## config.mk

```make
export PLATFORM = sky130hd
export DESIGN_NAME = calc_entry_ctrl
export DESIGN_NICKNAME = d
export VERILOG_FILES = /design/src/rtl/calc_entry_ctrl.sv
export SDC_FILE = /design/constraint.sdc
export NUM_CORES = 1
export LEC_CHECK = 0
export CAP_MARGIN = 15
export CORE_MARGIN = 5
export CORE_UTILIZATION = 45
export CTS_CLUSTER_SIZE = 20
export DETAILED_ROUTE_END_ITERATION = 8
export GPL_ROUTABILITY_DRIVEN = 0
export HOLD_SLACK_MARGIN = 0.02
export PLACE_DENSITY = 0.74
export SLEW_MARGIN = 20
export SYNTH_ARGS = -nofsm -noshare
export SYNTH_HDL_FRONTEND = slang
export SYNTH_SLANG_ARGS = --single-unit
```

## constraint.sdc

```tcl
create_clock -name clk -period 1.7 [get_ports clk]
set_clock_uncertainty 0.15 [all_clocks]
set_input_delay 0.425 -clock clk [delete_from_list [all_inputs] [get_ports clk]]
set_output_delay 0.425 -clock clk [all_outputs]
set_load 0.005 [all_outputs]
```

## src/rtl/calc_entry_ctrl.sv

```systemverilog
// calc_entry_ctrl: digit/operation entry sequencer for a two-operand calculator.
// Collects four decimal digits (c1..c4), then an operation code. It then
// launches the datapath with a one-cycle alu_go pulse and waits for alu_done.
//
// Ports:
//   clk, rst              clock and synchronous active-high reset
//   digit_in/digit_stb    digit value with its one-cycle strobe
//   op_in/op_stb          operation code with its one-cycle strobe
//   clr                   abandon entry, zero the registers, return to E1
//   alu_done              datapath completion; only looked at in CALC
//   c1..c4, op            registered operand digits and operation code
//   alu_go                one-cycle datapath start pulse
//   done                  high while in DONE
//   err                   one-cycle pulse for every rejected strobe
//   state_o               current state encoding
// Every output comes straight from a flop.
module calc_entry_ctrl #(
  parameter logic [3:0] DIGIT_MAX = 4'd9
) (
  input  logic       clk,
  input  logic       rst,
  input  logic [3:0] digit_in,
  input  logic       digit_stb,
  input  logic [1:0] op_in,
  input  logic       op_stb,
  input  logic       clr,
  input  logic       alu_done,
  output logic [3:0] c1,
  output logic [3:0] c2,
  output logic [3:0] c3,
  output logic [3:0] c4,
  output logic [1:0] op,
  output logic       alu_go,
  output logic       done,
  output logic       err,
  output logic [2:0] state_o
);

  typedef enum logic [2:0] {
    S_E1   = 3'd0,
    S_E2   = 3'd1,
    S_E3   = 3'd2,
    S_E4   = 3'd3,
    S_OPS  = 3'd4,
    S_CALC = 3'd5,
    S_DONE = 3'd6
  } state_t;

  state_t     state_q, state_d;
  logic [3:0] c1_q, c1_d, c2_q, c2_d, c3_q, c3_d, c4_q, c4_d;
  logic [1:0] op_q, op_d;
  logic       alu_go_q, alu_go_d;
  logic       done_q, done_d;
  logic       err_q, err_d;
  logic       dig_ok;

  assign dig_ok = digit_stb && (digit_in <= DIGIT_MAX);

  always_comb begin
    state_d  = state_q;
    c1_d     = c1_q;
    c2_d     = c2_q;
    c3_d     = c3_q;
    c4_d     = c4_q;
    op_d     = op_q;
    alu_go_d = 1'b0;
    err_d    = 1'b0;
    if (clr) begin
      // clr beats every strobe and alu_done, and never raises err
      c1_d    = 4'd0;
      c2_d    = 4'd0;
      c3_d    = 4'd0;
      c4_d    = 4'd0;
      op_d    = 2'd0;
      state_d = S_E1;
    end else begin
      case (state_q)
        S_E1: if (dig_ok) begin c1_d = digit_in; state_d = S_E2; end
              else if (digit_stb || op_stb) err_d = 1'b1;
        S_E2: if (dig_ok) begin c2_d = digit_in; state_d = S_E3; end
              else if (digit_stb || op_stb) err_d = 1'b1;
        S_E3: if (dig_ok) begin c3_d = digit_in; state_d = S_E4; end
              else if (digit_stb || op_stb) err_d = 1'b1;
        S_E4: if (dig_ok) begin c4_d = digit_in; state_d = S_OPS; end
              else if (digit_stb || op_stb) err_d = 1'b1;
        S_OPS: begin
          // any digit here is out of place; a simultaneous op_stb still wins
          if (op_stb) begin
            op_d     = op_in;
            state_d  = S_CALC;
            alu_go_d = 1'b1;
          end else if (digit_stb) begin
            err_d = 1'b1;
          end
        end
        S_CALC: if (alu_done) state_d = S_DONE;  // strobes silently dropped
        S_DONE: begin
          // a fresh valid digit starts a new entry; otherwise an op repeats
          if (dig_ok) begin
            c1_d    = digit_in;
            c2_d    = 4'd0;
            c3_d    = 4'd0;
            c4_d    = 4'd0;
            state_d = S_E2;
          end else if (op_stb) begin
            op_d     = op_in;
            state_d  = S_CALC;
            alu_go_d = 1'b1;
          end else if (digit_stb) begin
            err_d = 1'b1;
          end
        end
        default: state_d = S_E1;
      endcase
    end
    done_d = (state_d == S_DONE);
  end

  always_ff @(posedge clk) begin
    if (rst) begin
      state_q  <= S_E1;
      c1_q     <= 4'd0;
      c2_q     <= 4'd0;
      c3_q     <= 4'd0;
      c4_q     <= 4'd0;
      op_q     <= 2'd0;
      alu_go_q <= 1'b0;
      done_q   <= 1'b0;
      err_q    <= 1'b0;
    end else begin
      state_q  <= state_d;
      c1_q     <= c1_d;
      c2_q     <= c2_d;
      c3_q     <= c3_d;
      c4_q     <= c4_d;
      op_q     <= op_d;
      alu_go_q <= alu_go_d;
      done_q   <= done_d;
      err_q    <= err_d;
    end
  end

  assign c1      = c1_q;
  assign c2      = c2_q;
  assign c3      = c3_q;
  assign c4      = c4_q;
  assign op      = op_q;
  assign alu_go  = alu_go_q;
  assign done    = done_q;
  assign err     = err_q;
  assign state_o = state_q;

endmodule

```

==> reports/qor.csv, run 1 <==
stage;metric;value;unit
clock_network;Worst-Skew Late Latency;0.30;ns
power;Pwr Total;997;uW
timing;Slew @ Worst Pin;0.304;ns
detailed_routing;detailed-route DRC error count;0;
flow_run;number of max-cap violations;0;
finish;Design Area, Final;1700;sq um
clock_network;clock sinks;24;
synth;post-synthesis sequential area ratio;0.434;
detailed_routing;drt pass-1 iters;4;
synth;Post-Syn Area;1110;sq um
clock_network;CTS tree;yes;
finish;leading cell type in the layout, fill and taps excluded;dlygate4sd2_1;
run_status;status;finished, final reports clean;
timing;Final Critical Period;1.56;ns
detailed_routing;vias per cell;5.23;
power;VDD IR-drop max;0.424;mV
worst_setup_path;WP data required;1.75;ns
floorplan;row count;18;
synth;Async SR Flop Fraction;0;
synth;Most used DFF post-synth;dfxtp_1;
floorplan;chip width;59.6;um
power;leak pwr;0.000856;uW
finish;footprint of the multi-input gates;611;sq um
finish;post-route non-filler standard cell count;197;
floorplan;core area;2410;sq um
floorplan;initial core utilization;0.460;
global_routing;largest net degree at the start of global routing;15;
finish;share of cells above drive strength 1;0.347;
clock_network;Clock Root Buffer;clkbuf_4;
detailed_routing;final wirelength;2680;um
global_routing;gr usage total;0.161;
global_routing;initial antenna violation count;0;
synth;syn avg cell area;9.71;sq um
timing;Hold WS;0.319;ns
place;Placed Area;1570;sq um
detailed_routing;initial DRC count;18;
synth;Synth Net Count;126;
timing;Setup TNS;0;ns
clock_network;Hold Buf Count CTS;0;
worst_setup_path;Critical R2R Launch;state_o[0];
place;Inst Count DP;188;
detailed_routing;DR vias;1030;
finish;Ant. Diodes;0;
timing;Hold Fails Final Rpt;0;
floorplan;Die ar.;3550;sq um
clock_network;CTS Buffer Depth;2;
global_routing;first-pass GRT wire length;4460;um
min_path;min-delay worst type;flip-flop to flip-flop;
timing;Setup Viol. Count Final;0;
synth;Synth Instances;114;
detailed_routing;Antenna Nets Post-Route;0;
finish;Fillers;194;
place;input/output buffers;35;
synth;register bit total from synthesis;24;
place;hpwl dp;2070;um
finish;Nets;180;
finish;most frequent cells in the layout;dlygate4sd2_1 (24), buf_4 (19), dfxtp_2 (17);
synth;cell type with the largest total area after synthesis;dfxtp_1;
worst_setup_path;crit end category;flip-flop;
finish;Syn-to-layout area delta;53.2;%
min_path;worst hold start;op[1];
clock_network;clk slew on worst S/H paths;0.13;ns
worst_setup_path;CP Data Arrival Time;1.60;ns
floorplan;IO Count;36;
floorplan;Die Y;59.6;um
worst_setup_path;Worst setup SP type;flip-flop;
timing;fmax;642;MHz
worst_setup_path;crit-path max FO;8;
timing;Slew Limit Fails;0;
worst_setup_path;Critical Path Source;state_o[0];
finish;Reg area;513;sq um
synth;area share of the largest cell type after synthesis;0.434;
global_routing;number of global-route vias before repair;1027;
timing;RSZ-0062 raised after global routing;false;
synth;Synth area leaders;dfxtp_1 (43%), mux2i_1 (11%), nor2_1 (5.1%);
synth;EDFF count, synth;0;
timing;Final Cycle Share;0.916;
detailed_routing;WL/cell;13.6;um
synth;Yosys warning total;0;
clock_network;CTS Buf Count;3;
worst_setup_path;CP Class;flip-flop to flip-flop;
synth;Distinct cells, synth;34;
global_routing;grt total ovfl;0;
power;Pwr Density;588;nW/um^2
timing;max_slew headroom;0.797;
clock_network;H-tree levels;1;
[state kept, by name (all words and copies together), names as in the netlist]
register  cells
c1            4
c2            4
c3            4
c4            4
state_o       3
op            2
alu_go        1
done          1
err           1
[report_power, final]
group          switching, uW  total, uW  internal [uW]
clock                    165        295            130
combinational           63.9        135           71.5
sequential              2.32        567            564
[synth_stat cells, types with 2 or more instances]
cell type / instances
a21oi_1: 3
a22o_1: 4
a31oi_1: 3
and2_1: 6
and3_1: 2
buf_2: 2
buf_6: 2
clkbuf_1: 2
dfxtp_1: 24
mux2i_1: 12
nand2_1: 5
nand3_1: 2
nand3b_1: 2
nand4b_2: 2
nor2_1: 15
nor2b_1: 2
o21ai_0: 8
xnor2_1: 2
[stage by stage]
stage / utilization / worst slack, ns
6_report: 0.704 / 0.142
4_1_cts: 0.692 / 0.00315
5_1_grt: 0.704 / 0.0222
2_1_floorplan: - / 0.203
3_5_place_dp: 0.651 / -0.437
3_3_place_gp: 0.651 / -0.388
[kinds of logic after synthesis]
family	Yosys count	share of synthesized area
AOI/OAI and AO/OA	26	0.171
xor gates and xnor gates	2	0.0158
buffers and inverters	8	0.0463
DFF	24	0.434
muxes	12	0.108
and+or+nand+nor	42	0.225
[worst max-delay path, stage by stage (launching register included)]
cell and delay [ns]:
dfxtp_4 0.36, buf_4 0.15, nor3b_2 0.17, and3_1 0.19, a311oi_2 0.31, a21oi_1 0.11
[path summary, 6_finish.rpt]
path	end	slack (ns)	cells after the start
max reg2reg	state_o[1]	0.14	5
min	op[1]	0.32	2
max	state_o[1]	0.14	5
min reg2reg	op[1]	0.32	2
[layout make-up]
type,instances,area share
Timing Repair Buffer,56,0.292
Multi-Input combinational cell,82,0.360
Clock buffer,4,0.0214
Tap cell,30,0.0221
Inverter,1,0.00221
Sequential cell,24,0.302
[timing repair]
item	4_1_cts	5_1_grt
buffers inserted	5	0
resized for setup	52	8
endpoints found under the setup margin	41	19
pin swaps	2	3
[layer usage]
layer / share of wire / vias to the layer above / global-route usage
li1: - / 509 / -
met1: 0.43 / 488 / 0.191
met2: 0.50 / 31 / 0.296
met3: 0.062 / 2 / 0.0305
met4: 0.0048 / 0 / 0.0380
met5: 0 / - / 0
Power figures use the tool's default switching activity.
==> run 2: changes to the inputs <==
--- a/config.mk
+++ b/config.mk
@@ -6,7 +6,7 @@
 export NUM_CORES = 1
 export LEC_CHECK = 0
 export CAP_MARGIN = 15
-export CORE_MARGIN = 5
+export CORE_MARGIN = 1
 export CORE_UTILIZATION = 45
 export CTS_CLUSTER_SIZE = 20
 export DETAILED_ROUTE_END_ITERATION = 8
==> reports/qor.csv, run 2 (synthesis results as in run 1) <==
stage;metric;value;unit;change
global_routing;first-pass GRT wire length;4770;um;was 4460 um
detailed_routing;met1 WL;1240;um;was 1160 um
timing;RSZ-0062 raised after global routing;false;;unchanged
detailed_routing;initial DRC count;16;;was 18
detailed_routing;met2 routed WL;1580;um;was 1350 um
floorplan;initial core utilization;0.487;;was 0.460
worst_setup_path;CP max-delay cell;dfxtp_4;;unchanged
min_path;hold path depth;2;;unchanged
timing;Setup Viol. Count Final;0;;unchanged
detailed_routing;top routing layer in use;met4;;unchanged
worst_setup_path;most used cell, CP;buf_4;;
finish;Syn-to-layout area delta;57.2;%;was 53.2%
power;leak pwr;0.000867;uW;was 0.000856 uW
clock_network;clock sinks;24;;unchanged
finish;post-route non-filler standard cell count;197;;unchanged
finish;Nets;182;;was 180
timing;Hold Fails Final Rpt;0;;unchanged
floorplan;row count;17;;was 18
global_routing;number of global-route vias before repair;1048;;was 1027
finish;leading cell type in the layout, fill and taps excluded;dlygate4sd2_1;;unchanged
detailed_routing;WL met3;118;um;was 167 um
global_routing;largest net degree at the start of global routing;15;;unchanged
timing;Slew @ Worst Pin;0.412;ns;was 0.304 ns
timing;Final Critical Period;1.65;ns;was 1.56 ns
run_status;status;finished, final reports clean;;unchanged
finish;share of cells above drive strength 1;0.373;;was 0.347
detailed_routing;vias per cell;5.33;;was 5.23
timing;Slew Limit Fails;0;;unchanged
detailed_routing;Antenna Nets Post-Route;0;;unchanged
place;Inst Count DP;187;;was 188
clock_network;CTS Buffer Depth;2;;unchanged
floorplan;Die Y;51.6;um;was 59.6 um
worst_setup_path;Worst setup SP type;flip-flop;;unchanged
global_routing;initial antenna violation count;0;;unchanged
worst_setup_path;critical path, cell by cell;buf_4, buf_4, nor2b_2, and3_4, a311oi_2, a211oi_2;;was buf_4, nor3b_2, and3_1, a311oi_2, a21oi_1
finish;most frequent cells in the layout;dlygate4sd2_1 (24), buf_4 (20), dfxtp_2 (18);;was dlygate4sd2_1 (24), buf_4 (19), dfxtp_2 (17)
worst_setup_path;CP Data Arrival Time;1.72;ns;was 1.60 ns
place;input/output buffers;35;;unchanged
clock_network;CTS Buf Count;3;;unchanged
worst_setup_path;crit end category;flip-flop;;unchanged
clock_network;CTS tree;yes;;unchanged
floorplan;IO Count;36;;unchanged
worst_setup_path;crit-path max FO;8;;unchanged
flow_run;number of max-cap violations;0;;unchanged
power;Pwr Density;649;nW/um^2;was 588 nW/um^2
power;VDD IR-drop max;0.596;mV;was 0.424 mV
min_path;min-delay worst type;flip-flop to flip-flop;;unchanged
clock_network;Worst-Skew Late Latency;0.32;ns;was 0.30 ns
floorplan;core area;2280;sq um;was 2410 sq um
worst_setup_path;Reg2Reg Depth;6;;was 5
timing;Hold WS;0.327;ns;was 0.319 ns
worst_setup_path;largest stage delay on the critical path;0.37;ns;was 0.36 ns
detailed_routing;detailed-route DRC error count;0;;unchanged
finish;Ant. Diodes;0;;unchanged
detailed_routing;final wirelength;3000;um;was 2680 um
timing;Final Cycle Share;0.971;;was 0.916
floorplan;Die ar.;2660;sq um;was 3550 sq um
worst_setup_path;CP Class;flip-flop to flip-flop;;unchanged
timing;max_slew headroom;0.724;;was 0.797
global_routing;grt total ovfl;0;;unchanged
detailed_routing;DR vias;1050;;was 1030
clock_network;clk slew on worst S/H paths;0.14;ns;was 0.13 ns
clock_network;H-tree levels;1;;unchanged
place;dpl ws;-0.409;ns;was -0.437 ns
global_routing;gr usage total;0.248;;was 0.161
floorplan;chip width;51.6;um;was 59.6 um
detailed_routing;drt pass-1 iters;4;;unchanged
timing;final setup margin;0.0491;ns;was 0.142 ns
detailed_routing;WL/cell;15.2;um;was 13.6 um
clock_network;Clock Root Buffer;clkbuf_4;;unchanged
timing;fmax;606;MHz;was 642 MHz
worst_setup_path;WP data required;1.77;ns;was 1.75 ns
-- run 2: cell count changes in the layout (fill, tap and decap cells not counted), sizes merged --
cell,change
clkbuf,-1
bufinv,+1
dlymetal6s2s,-1
clkdlybuf4s50,+1
buf,+2
-- run 2: per-layer routing --
metal / track usage / up-vias
met5: 0 / -
met4: 0.131 / 0
met3: 0.0351 / 6
met2: 0.455 / 35
met1: 0.273 / 493
li1: - / 516
-- run 2: area by class of cell --
cell class	count	area (sq um)
sequential	24	514
clock buffer	3	22.5
tap	28	35.0
inverter	1	3.75
clock inverter	1	30.0
multi-input combinational	82	623
fill	164	536
timing repair buffer	58	512
-- run 2: what timing repair did --
| action | CTS | global route |
|---|---|---|
| pin swaps | 1 | 5 |
| buffers inserted | 6 | 0 |
| hold buffers | 0 | 0 |
| resized for setup | 52 | 12 |
| cloned | 0 | 0 |
| endpoints found under the setup margin | 34 | 18 |
-- run 2: power by group --
group | switching (uW) | internal, uW
registers | 2.54 | 564
logic | 66.7 | 76.0
clock network | 182 | 239
-- run 2: final timing paths --
kind         slack, ns        from  endpoint
max               0.05  state_o[2]      done
min               0.33       op[0]     op[0]
max reg2reg       0.05  state_o[2]      done
min reg2reg       0.33       op[0]     op[0]
-- run 2: per-stage QoR --
stage                     TNS (ns)  area, sq um  power, uW   util
after floorplan                  0         1110        644      -
after global placement       -6.40         1570        710  0.691
after detailed placement     -7.95         1570        713  0.691
after CTS                        0         1700       1120  0.747
after global routing             0         1740       1170  0.765
final                            0         1740       1130  0.765
-- run 2: worst max-delay path, delay by kind of cell (launching register included) --
kind | cells | cell delay [ns]
AND/OR/NAND/NOR | 2 | 0.31
buffers and inverters | 2 | 0.30
AO/OA/AOI/OAI | 2 | 0.42
flip-flops | 1 | 0.37
